### src/rtl/grf_wb_arbiter_if.sv
// rtl/grf_wb_arbiter_if.sv - GRF write-back arbiter bus bundle
interface grf_wb_arbiter_if;
   logic        P_Valid;
   logic [4:0]  P_Reg;
   logic [31:0] P_Data;
   logic [31:0] P_PC;
   logic        M_Valid;
   logic        M_Ready;
   logic [4:0]  M_Reg;
   logic [31:0] M_Data;
   logic [31:0] M_PC;
   logic        Pend_Issue;
   logic [4:0]  Pend_Reg;
   logic [4:0]  Query_Rs;
   logic [4:0]  Query_Rt;
   logic        Busy_Rs;
   logic        Busy_Rt;
   logic        Stall_Req;
   logic        RegWrite;
   logic [4:0]  WriteReg;
   logic [31:0] WriteData;
   logic [31:0] WPC;

   // Arbiter side
   modport slave (
      input  P_Valid, P_Reg, P_Data, P_PC,
      input  M_Valid, M_Reg, M_Data, M_PC,
      input  Pend_Issue, Pend_Reg, Query_Rs, Query_Rt,
      output M_Ready, Busy_Rs, Busy_Rt, Stall_Req,
      output RegWrite, WriteReg, WriteData, WPC
   );

   // Pipeline / MDU / GRF side
   modport master (
      output P_Valid, P_Reg, P_Data, P_PC,
      output M_Valid, M_Reg, M_Data, M_PC,
      output Pend_Issue, Pend_Reg, Query_Rs, Query_Rt,
      input  M_Ready, Busy_Rs, Busy_Rt, Stall_Req,
      input  RegWrite, WriteReg, WriteData, WPC
   );
endinterface

### src/rtl/grf_wb_arbiter.sv
// rtl/grf_wb_arbiter.sv - GRF write-port arbiter with MDU result queue and pending scoreboard
module grf_wb_arbiter #(
   parameter int DEPTH        = 2,
   parameter int STARVE_LIMIT = 4
) (
   input logic            Clock,
   input logic            Reset,
   grf_wb_arbiter_if.slave Bus
);
   localparam int PtrW = (DEPTH > 1) ? $clog2(DEPTH) : 1;
   localparam int CntW = $clog2(DEPTH) + 1;

   logic [4:0]      qReg  [DEPTH];
   logic [31:0]     qData [DEPTH];
   logic [31:0]     qPc   [DEPTH];
   logic [PtrW-1:0] rdPtr;
   logic [PtrW-1:0] wrPtr;
   logic [CntW-1:0] qCount;
   logic [31:0]     pending;
   logic [3:0]      starveCount;

   logic        qEmpty;
   logic        qFull;
   logic        pipeOwns;
   logic        doPop;
   logic        doPush;
   logic [31:0] setMask;
   logic [31:0] clearMask;

   assign qEmpty = (qCount == '0);
   assign qFull  = (qCount == CntW'(DEPTH));

   // Pipeline writes are gated by reset so the GRF sees no write while reset is held.
   assign pipeOwns = Reset && Bus.P_Valid && (Bus.P_Reg != 5'd0);
   assign doPop    = Reset && !pipeOwns && !qEmpty;

   assign Bus.M_Ready = !qFull && Reset;
   // Register 0 results complete the handshake but are dropped.
   assign doPush      = Bus.M_Valid && Bus.M_Ready && (Bus.M_Reg != 5'd0);

   assign Bus.Busy_Rs   = pending[Bus.Query_Rs];
   assign Bus.Busy_Rt   = pending[Bus.Query_Rt];
   assign Bus.Stall_Req = (starveCount == 4'(STARVE_LIMIT));

   // Write-port mux: pipeline first, then queue head, otherwise idle zeros.
   always_comb begin
      Bus.RegWrite  = 1'b0;
      Bus.WriteReg  = 5'd0;
      Bus.WriteData = 32'd0;
      Bus.WPC       = 32'd0;
      if (pipeOwns) begin
         Bus.RegWrite  = 1'b1;
         Bus.WriteReg  = Bus.P_Reg;
         Bus.WriteData = Bus.P_Data;
         Bus.WPC       = Bus.P_PC;
      end else if (doPop) begin
         Bus.RegWrite  = 1'b1;
         Bus.WriteReg  = qReg[rdPtr];
         Bus.WriteData = qData[rdPtr];
         Bus.WPC       = qPc[rdPtr];
      end
   end

   // Scoreboard masks; the set mask is OR-ed last so a same-cycle set wins.
   always_comb begin
      setMask   = '0;
      clearMask = '0;
      if (Bus.Pend_Issue && (Bus.Pend_Reg != 5'd0)) setMask[Bus.Pend_Reg] = 1'b1;
      if (doPop) clearMask[qReg[rdPtr]] = 1'b1;
   end

   // Queue payload storage; contents are meaningless while the count says empty.
   always_ff @(posedge Clock) begin
      if (doPush) begin
         qReg[wrPtr]  <= Bus.M_Reg;
         qData[wrPtr] <= Bus.M_Data;
         qPc[wrPtr]   <= Bus.M_PC;
      end
   end

   // Queue pointers and occupancy; pointers wrap naturally since DEPTH is a power of two.
   always_ff @(posedge Clock or negedge Reset) begin
      if (!Reset) begin
         rdPtr  <= '0;
         wrPtr  <= '0;
         qCount <= '0;
      end else begin
         if (doPush) wrPtr <= wrPtr + PtrW'(1);
         if (doPop)  rdPtr <= rdPtr + PtrW'(1);
         if (doPush && !doPop)      qCount <= qCount + CntW'(1);
         else if (doPop && !doPush) qCount <= qCount - CntW'(1);
      end
   end

   // Pending bitmap of registers awaiting an MDU write-back.
   always_ff @(posedge Clock or negedge Reset) begin
      if (!Reset) pending <= '0;
      else        pending <= (pending & ~clearMask) | setMask;
   end

   // Counts cycles the queue head loses the port to the pipeline, saturating at the limit.
   always_ff @(posedge Clock or negedge Reset) begin
      if (!Reset) begin
         starveCount <= '0;
      end else if (doPop || qEmpty) begin
         starveCount <= '0;
      end else if (pipeOwns && (starveCount != 4'(STARVE_LIMIT))) begin
         starveCount <= starveCount + 4'd1;
      end
   end
endmodule

### src/flat_wrapper.sv
// flat-port wrapper written by rule: the top's interface ports become plain ports
module grf_wb_arbiter_flat 
#(
   parameter int DEPTH        = 2,
   parameter int STARVE_LIMIT = 4
)
  (Clock, Reset, Bus_P_Valid, Bus_P_Reg, Bus_P_Data, Bus_P_PC, Bus_M_Valid, Bus_M_Reg, Bus_M_Data, Bus_M_PC, Bus_Pend_Issue, Bus_Pend_Reg, Bus_Query_Rs, Bus_Query_Rt, Bus_M_Ready, Bus_Busy_Rs, Bus_Busy_Rt, Bus_Stall_Req, Bus_RegWrite, Bus_WriteReg, Bus_WriteData, Bus_WPC);
  grf_wb_arbiter_if Bus_i ();
  input logic Clock;
  input logic Reset;
  input wire logic [$bits(Bus_i.P_Valid)-1:0] Bus_P_Valid;
  input wire logic [$bits(Bus_i.P_Reg)-1:0] Bus_P_Reg;
  input wire logic [$bits(Bus_i.P_Data)-1:0] Bus_P_Data;
  input wire logic [$bits(Bus_i.P_PC)-1:0] Bus_P_PC;
  input wire logic [$bits(Bus_i.M_Valid)-1:0] Bus_M_Valid;
  input wire logic [$bits(Bus_i.M_Reg)-1:0] Bus_M_Reg;
  input wire logic [$bits(Bus_i.M_Data)-1:0] Bus_M_Data;
  input wire logic [$bits(Bus_i.M_PC)-1:0] Bus_M_PC;
  input wire logic [$bits(Bus_i.Pend_Issue)-1:0] Bus_Pend_Issue;
  input wire logic [$bits(Bus_i.Pend_Reg)-1:0] Bus_Pend_Reg;
  input wire logic [$bits(Bus_i.Query_Rs)-1:0] Bus_Query_Rs;
  input wire logic [$bits(Bus_i.Query_Rt)-1:0] Bus_Query_Rt;
  output wire logic [$bits(Bus_i.M_Ready)-1:0] Bus_M_Ready;
  output wire logic [$bits(Bus_i.Busy_Rs)-1:0] Bus_Busy_Rs;
  output wire logic [$bits(Bus_i.Busy_Rt)-1:0] Bus_Busy_Rt;
  output wire logic [$bits(Bus_i.Stall_Req)-1:0] Bus_Stall_Req;
  output wire logic [$bits(Bus_i.RegWrite)-1:0] Bus_RegWrite;
  output wire logic [$bits(Bus_i.WriteReg)-1:0] Bus_WriteReg;
  output wire logic [$bits(Bus_i.WriteData)-1:0] Bus_WriteData;
  output wire logic [$bits(Bus_i.WPC)-1:0] Bus_WPC;
  assign Bus_i.P_Valid = Bus_P_Valid;
  assign Bus_i.P_Reg = Bus_P_Reg;
  assign Bus_i.P_Data = Bus_P_Data;
  assign Bus_i.P_PC = Bus_P_PC;
  assign Bus_i.M_Valid = Bus_M_Valid;
  assign Bus_i.M_Reg = Bus_M_Reg;
  assign Bus_i.M_Data = Bus_M_Data;
  assign Bus_i.M_PC = Bus_M_PC;
  assign Bus_i.Pend_Issue = Bus_Pend_Issue;
  assign Bus_i.Pend_Reg = Bus_Pend_Reg;
  assign Bus_i.Query_Rs = Bus_Query_Rs;
  assign Bus_i.Query_Rt = Bus_Query_Rt;
  assign Bus_M_Ready = Bus_i.M_Ready;
  assign Bus_Busy_Rs = Bus_i.Busy_Rs;
  assign Bus_Busy_Rt = Bus_i.Busy_Rt;
  assign Bus_Stall_Req = Bus_i.Stall_Req;
  assign Bus_RegWrite = Bus_i.RegWrite;
  assign Bus_WriteReg = Bus_i.WriteReg;
  assign Bus_WriteData = Bus_i.WriteData;
  assign Bus_WPC = Bus_i.WPC;
  grf_wb_arbiter #(.DEPTH(DEPTH), .STARVE_LIMIT(STARVE_LIMIT)) u_core (.Clock(Clock), .Reset(Reset), .Bus(Bus_i));
endmodule
### config.mk
export PLATFORM = sky130hd
export DESIGN_NAME = grf_wb_arbiter_flat
export DESIGN_NICKNAME = d
export VERILOG_FILES = /design/src/rtl/grf_wb_arbiter_if.sv /design/src/rtl/grf_wb_arbiter.sv /design/src/flat_wrapper.sv
export SDC_FILE = /design/constraint.sdc
export NUM_CORES = 1
export LEC_CHECK = 0
export ABC_AREA = 1
export BUFFER_PORTS_ARGS = -buffer_cell sky130_fd_sc_hd__buf_2
export CAP_MARGIN = 5
export CORE_MARGIN = 10
export CORE_UTILIZATION = 57
export DETAILED_ROUTE_END_ITERATION = 8
export PLACE_DENSITY = 0.95
export SYNTH_ARGS = -nofsm -noshare
export SYNTH_HDL_FRONTEND = slang
export SYNTH_SLANG_ARGS = --single-unit
### constraint.sdc
create_clock -name Clock -period 10.9 [get_ports Clock]
set_input_delay 0 -clock Clock [delete_from_list [all_inputs] [get_ports Clock]]
set_output_delay 0 -clock Clock [all_outputs]
set_load 0.02 [all_outputs]
# [Word-level counts from Yosys, hierarchy flattened]
# Memories as Yosys holds them, arrays and structs flattened.
# Index checks and enable logic that the tools add are counted.
[word_totals] register_bits=40 latchBits=0 ram_bits=138 rom_bits=0 in_bits=158 out_inout_bits=74 word_cells=74 n_memories=3
[classes] addsub=5 multipliers=0 div=0 order_cmp=6 eq_ne=3 n_shift=0 muxes=24 bitwise_logic=3 n_reduce_logical=25
[memory_table] name="u_core.qData" depth=2 width=32 rd=1 rd_clocked_by_memory_dff=0 wr=1 line="grf_wb_arbiter.sv:14" source="logic [31:0] qData [DEPTH];"
[memory_table] name="u_core.qPc" depth=2 width=32 rd=1 rd_clocked_by_memory_dff=0 wr=1 line="grf_wb_arbiter.sv:15" source="logic [31:0] qPc [DEPTH];"
[memory_table] name="u_core.qReg" depth=2 width=5 rd=1 rd_clocked_by_memory_dff=0 wr=1 line="grf_wb_arbiter.sv:13" source="logic [4:0] qReg [DEPTH];"
[op_table] operator="32-bit two-way mux" n=6
[op_table] operator="32-bit AND" n=1
[op_table] operator="32-bit inverter" n=1
[op_table] operator="32-bit bitwise OR" n=1
[op_table] operator="5-bit by 6-bit < comparator with 1-bit output (second input constant)" n=4
[op_table] operator="5-bit nonzero test" n=3
[op_table] operator="1-bit logical AND" n=13
[op_table] operator="1-bit binary-select mux with 5-bit select" n=2
[op_table] operator="1-bit demux with 5-bit select" n=2
[op_table] operator="5-bit by 1-bit greater-or-equal comparator with 1-bit output (second input constant)" n=2
[op_table] operator="5-bit two-way mux" n=2
[op_table] operator="1-bit two-way mux" n=8
[op_table] operator="4-bit two-way mux" n=2
[op_table] operator="1-bit logical NOT" n=5
[op_table] operator="4-bit by 1-bit adder with 4-bit output (second input constant)" n=1
[op_table] operator="4-bit by 3-bit == test with 1-bit output (second input constant)" n=1
[op_table] operator="2-bit two-way mux" n=2
[op_table] operator="4-bit by 3-bit inequality test with 1-bit output (second input constant)" n=1
[op_table] operator="2-bit nonzero test" n=2
[op_table] operator="1-bit adder (second input constant)" n=2
[op_table] operator="2-bit by 1-bit adder with 2-bit output (second input constant)" n=1
[op_table] operator="2-bit == test (second input constant)" n=1
[op_table] operator="2-bit logical NOT" n=1
[op_table] operator="2-bit by 1-bit subtractor with 2-bit output (second input constant)" n=1
[op_table] operator="1-bit logical OR" n=1

# [Longest topological paths before layout]
[logic_depth] depth_word=9 mapped_depth=11 depth_no_buf=9

# [Least setup slack after synthesis]
# Ideal clock, no wire load.
[synth_timing] path_type="register to register" from="reg u_core.qCount[1]" to="mem u_core.qData[1][0] (enable)" setup_ps=498 arrival_ps=3728 required_ps=10402 path_slack_ps=6674 stages_incl_launch_ff=6 n_path_buf=0 synth_period_minus_slack_ps=4226 cell_sequence="dfrtp_1 inv_1 o21ai_0 inv_1 nand3_1 nor2_1"
[synth_via] elab_chain_cells=7
[synth_lines] item="start, declared" line="grf_wb_arbiter.sv:18" source="logic [CntW-1:0] qCount;"
[synth_lines] item="start signal, assigned" line="grf_wb_arbiter.sv:90" source="if (doPush && !doPop) qCount <= qCount + CntW'(1);"
[synth_lines] item="start signal, assigned" line="grf_wb_arbiter.sv:91" source="else if (doPop && !doPush) qCount <= qCount - CntW'(1);"
[synth_lines] item="2-bit == test" line="grf_wb_arbiter.sv:31" source="assign qFull = (qCount == CntW'(DEPTH));"
[synth_lines] item="1-bit logical NOT" line="grf_wb_arbiter.sv:37" source="assign Bus.M_Ready = !qFull && Reset;"
[synth_lines] item="1-bit logical AND" line="grf_wb_arbiter.sv:37"
[synth_lines] item="via Bus_M_Ready" line="flat_wrapper.sv:23" source="output wire logic [$bits(Bus_i.M_Ready)-1:0] Bus_M_Ready;"
[synth_lines] item="1-bit logical AND (2 in series)" line="grf_wb_arbiter.sv:39" source="assign doPush = Bus.M_Valid && Bus.M_Ready && (Bus.M_Reg != 5'd0);"
[synth_lines] item="1-bit two-way mux" line="grf_wb_arbiter.sv:74" source="if (doPush) begin"
[synth_lines] item="1-bit two-way mux (implied by the code)" line="grf_wb_arbiter.sv:76" source="qData[wrPtr] <= Bus.M_Data;"
[synth_lines] item="end, declared" line="grf_wb_arbiter.sv:14"
# The timed path passes the listed nets, and every way through them passes these cells.

# [Worst setup path after layout]
[layout_timing] from="in Reset" to="out Bus_WriteData[16]"
[layout_via] elab_chain_cells=7
[layout_lines] item="start, declared" line="flat_wrapper.sv:10" source="input logic Reset;"
[layout_lines] item="1-bit logical AND (2 in series)" line="grf_wb_arbiter.sv:34" source="assign pipeOwns = Reset && Bus.P_Valid && (Bus.P_Reg != 5'd0);"
[layout_lines] item="1-bit logical NOT" line="grf_wb_arbiter.sv:35" source="assign doPop = Reset && !pipeOwns && !qEmpty;"
[layout_lines] item="1-bit logical AND (2 in series)" line="grf_wb_arbiter.sv:35"
[layout_lines] item="32-bit two-way mux" line="grf_wb_arbiter.sv:56" source="end else if (doPop) begin"
[layout_lines] item="32-bit two-way mux (*)" line="grf_wb_arbiter.sv:51" source="if (pipeOwns) begin"
[layout_lines] item="end, declared" line="flat_wrapper.sv:29" source="output wire logic [$bits(Bus_i.WriteData)-1:0] Bus_WriteData;"
# Mark *: on every way between the ends. The rest lies on a longest branch, timed or not.

==> results.cfg <==
[outcome]
status = finished, final reports clean

[finish]
final_nets = 1463
diodes = 0
final_cells = 1498
area_growth_pct = 28.7
drive_gt1_share_pct = 21.7
final_area_sq_mm = 0.0111

[global_route]
first_global_vias = 8344
antenna_found_initial = 0
grt_max_degree = 74
gr-total-overflow = 0
grt_pass1_wl_um = 43300
grt_use_total_pct = 26.7

[worst_setup_path]
cp-start-kind = primary input
critPathRequiredTime_ns = 10.90
end_kind = primary output
path_class = in -> out
path_max_fanout = 64
reg2reg_slack_ns = 8.32
crit_arrival_ns = 3.02
r2r_end = u_core.qPc[1][4]
r2r_cells = 6
r2r-start = u_core.qCount[1]

[yosys]
syn_area_sq_mm = 0.00866
synth_top_area_cell = edfxtp_1
synth_edf_count = 138
synthTopCellsByCount = 592 x nand2_1, 138 x edfxtp_1, 62 x nand3_1
synth-seq-cells = 178
ys_warn_count = 0
synth_top_area_share_pct = 47.9
syn_area_per_cell_sq_um = 8.54
synthMostInstantiatedCell = nand2_1
ys.flop_type = edfxtp_1
netlist_instances = 1014
synth_area_leaders = edfxtp_1 48%, nand2_1 26%, dfrtp_1 12%
synthesis.nets = 1175
netlist-cell-type-count = 30
yosysSeqAreaShare_pct = 59.4
async_flop_share_pct = 22.5

[detailed_routing]
drc = 0
ant_nets = 0
drtIter0Drc = 940
drt-total-wl_um = 27800
vias_per_cell = 5.64
wire_per_inst_um = 18.5
dr.pass1.iters = 6
via_count = 8446

[pwr]
p_leak_nw = 5.38
total_power_mw = 2.37
p_clk_share_pct = 24.1
combinationalPowerShare_pct = 35.3
switching_share_pct = 39.5
power_frac_seq_pct = 40.6
powerDensity_mw_per_mm2 = 212
peakVddDrop_v = 0.000171
switchingPower_uw = 935
intPower_mw = 1.43

[die]
initial_core_util_pct = 58.9
io_pins = 232
core.rowCount = 44
dieArea_sq_mm = 0.0205
core_area_sq_mm = 0.0147
die_w_um = 143
die_y_um = 143

[placement]
numPlacedInstances = 1392
placed_area_sq_mm = 0.00985
portBuffers = 231
place.gp.congestion = 0.914
dp_hpwl_um = 17000

[worst_hold_path]
min_to = u_core.pending[10]
hold_class = in -> reg
hold_depth = 4
hp-start = Bus_Pend_Reg[0]

[timing]
finalHoldViolations = 0
finalSetupViolations = 0
slew_headroom_pct = 21.7
worst_hold_slack_ns = 0.0243
fin_crit_ns = 3.02
max_freq_mhz = 331
grt_setup_unrepaired = false
final.period_utilization_pct = 27.7
skew_ns = 0.00824
fin_tns_setup_ns = 0
tightest_slew_ns = 1.17
finalMaxSlewViolations = 0

[clock_network]
clockRootBuffer = clkbuf_16
clk_pin_slew_ns = 0.07
cts-htree-levels = 4
clkSinkCount = 178
clk_latency_ns = 0.42
cts_tree = built
clk_path_buf_depth = 2
post-cts-setup-buffers = 0
cts_made_buffers = 17

[run]
maxCapViolCount = 0
-- cells in the final DEF (no fill, tap or decap) --
master / count
o21ai_2: 2
inv_6: 3
clkinv_4: 2
dfrtp_1: 39
dlygate4sd3_1: 75
o21ai_1: 32
o21ai_0: 5
clkinv_1: 5
o21a_1: 1
a21oi_1: 3
buf_4: 4
ha_1: 3
nand3b_1: 1
dfrtp_2: 1
nand4_1: 2
clkbuf_16: 17
nand2_1: 592
nor3_1: 2
bufinv_16: 1
buf_2: 231
nor2_4: 5
inv_1: 40
edfxtp_1: 138
o21ai_4: 2
inv_4: 1
xnor2_1: 1
xor2_1: 3
nand3_4: 1
inv_2: 5
o22ai_1: 3
nor2_2: 5
nand3_1: 62
clkinvlp_4: 3
nor2_1: 22
nand2_2: 2
-- repair_timing --
action	CTS	global route
hold endpoints to repair	190	0
hold buffers	75	0
resized for setup	0	0
-- flip-flops by register name, summed over array words and instances (netlist names) --
name                cells
u_core.qData           64
u_core.pending         32
u_core.qPc             64
u_core.qCount           2
u_core.starveCount      4
u_core.qReg            10
u_core.rdPtr            1
u_core.wrPtr            1
-- power by group through the flow --
stage	Combinational [mW]	Clock (mW)	Sequential [mW]
2_1_floorplan	0.562	0	0.938
3_3_place_gp	0.753	0	0.955
4_1_cts	0.806	0.563	0.951
5_1_grt	0.918	0.596	0.969
3_5_place_dp	0.776	0	0.962
6_report	0.835	0.571	0.961
-- final cells by class --
cell class,count,area [sq um]
sequential,178,5150
multi-input combinational,749,3110
fill,858,3560
clock inverter,14,115
timing repair buffer,310,1940
tap,184,230
clock buffer,17,425
inverter,46,175
-- routing by layer --
layer	track usage (%)	vias up	wire length, um
li1	-	3829	-
met1	29.9	3855	9420
met2	47.0	644	14100
met3	6.80	118	3060
met4	12.0	0	1140
met5	0	-	0
-- through the flow --
stage	util (%)	worst slack, ns
after floorplan	-	6.67
after global placement	67.0	8.18
after detailed placement	67.0	8.15
after CTS	75.8	7.97
after global routing	75.8	7.66
final	75.8	7.88
-- worst max-delay path by stage --
stage | slack, ns | start | endpoint | cells after the start
6_report | 7.88 | Reset | Bus_WriteData[16] | 11
4_1_cts | 7.97 | Reset | Bus_WriteData[16] | 11
2_1_floorplan | 6.67 | u_core.qCount[1] | u_core.qData[1][0] | 5
5_1_grt | 7.66 | Reset | Bus_WriteData[16] | 11
3_3_place_gp | 8.18 | Reset | u_core.qData[1][26] | 7
3_5_place_dp | 8.15 | Reset | u_core.qPc[1][4] | 7
-- worst max-delay path, stage by stage --
cell	delay, ns
dlygate4sd3_1	0.53
buf_2	0.12
buf_4	0.29
nand2_1	0.14
inv_1	0.07
nand2_2	0.18
nand3_4	0.42
inv_4	0.64
nand2_1	0.23
nand2_1	0.15
buf_2	0.18
-- logic make-up (layout without fill, tap and decap cells) --
group,count (synthesis),count (layout),synth area share (%)
AO/OA/AOI/OAI,48,48,3.19
XOR/XNOR,4,4,0.405
adder cells (fa/ha/maj),3,3,0.434
buffers and inverters,87,387,4.78
flip-flops,178,178,59.4
AND/OR/NAND/NOR,694,694,31.7
(Power assumes the default switching activity.)
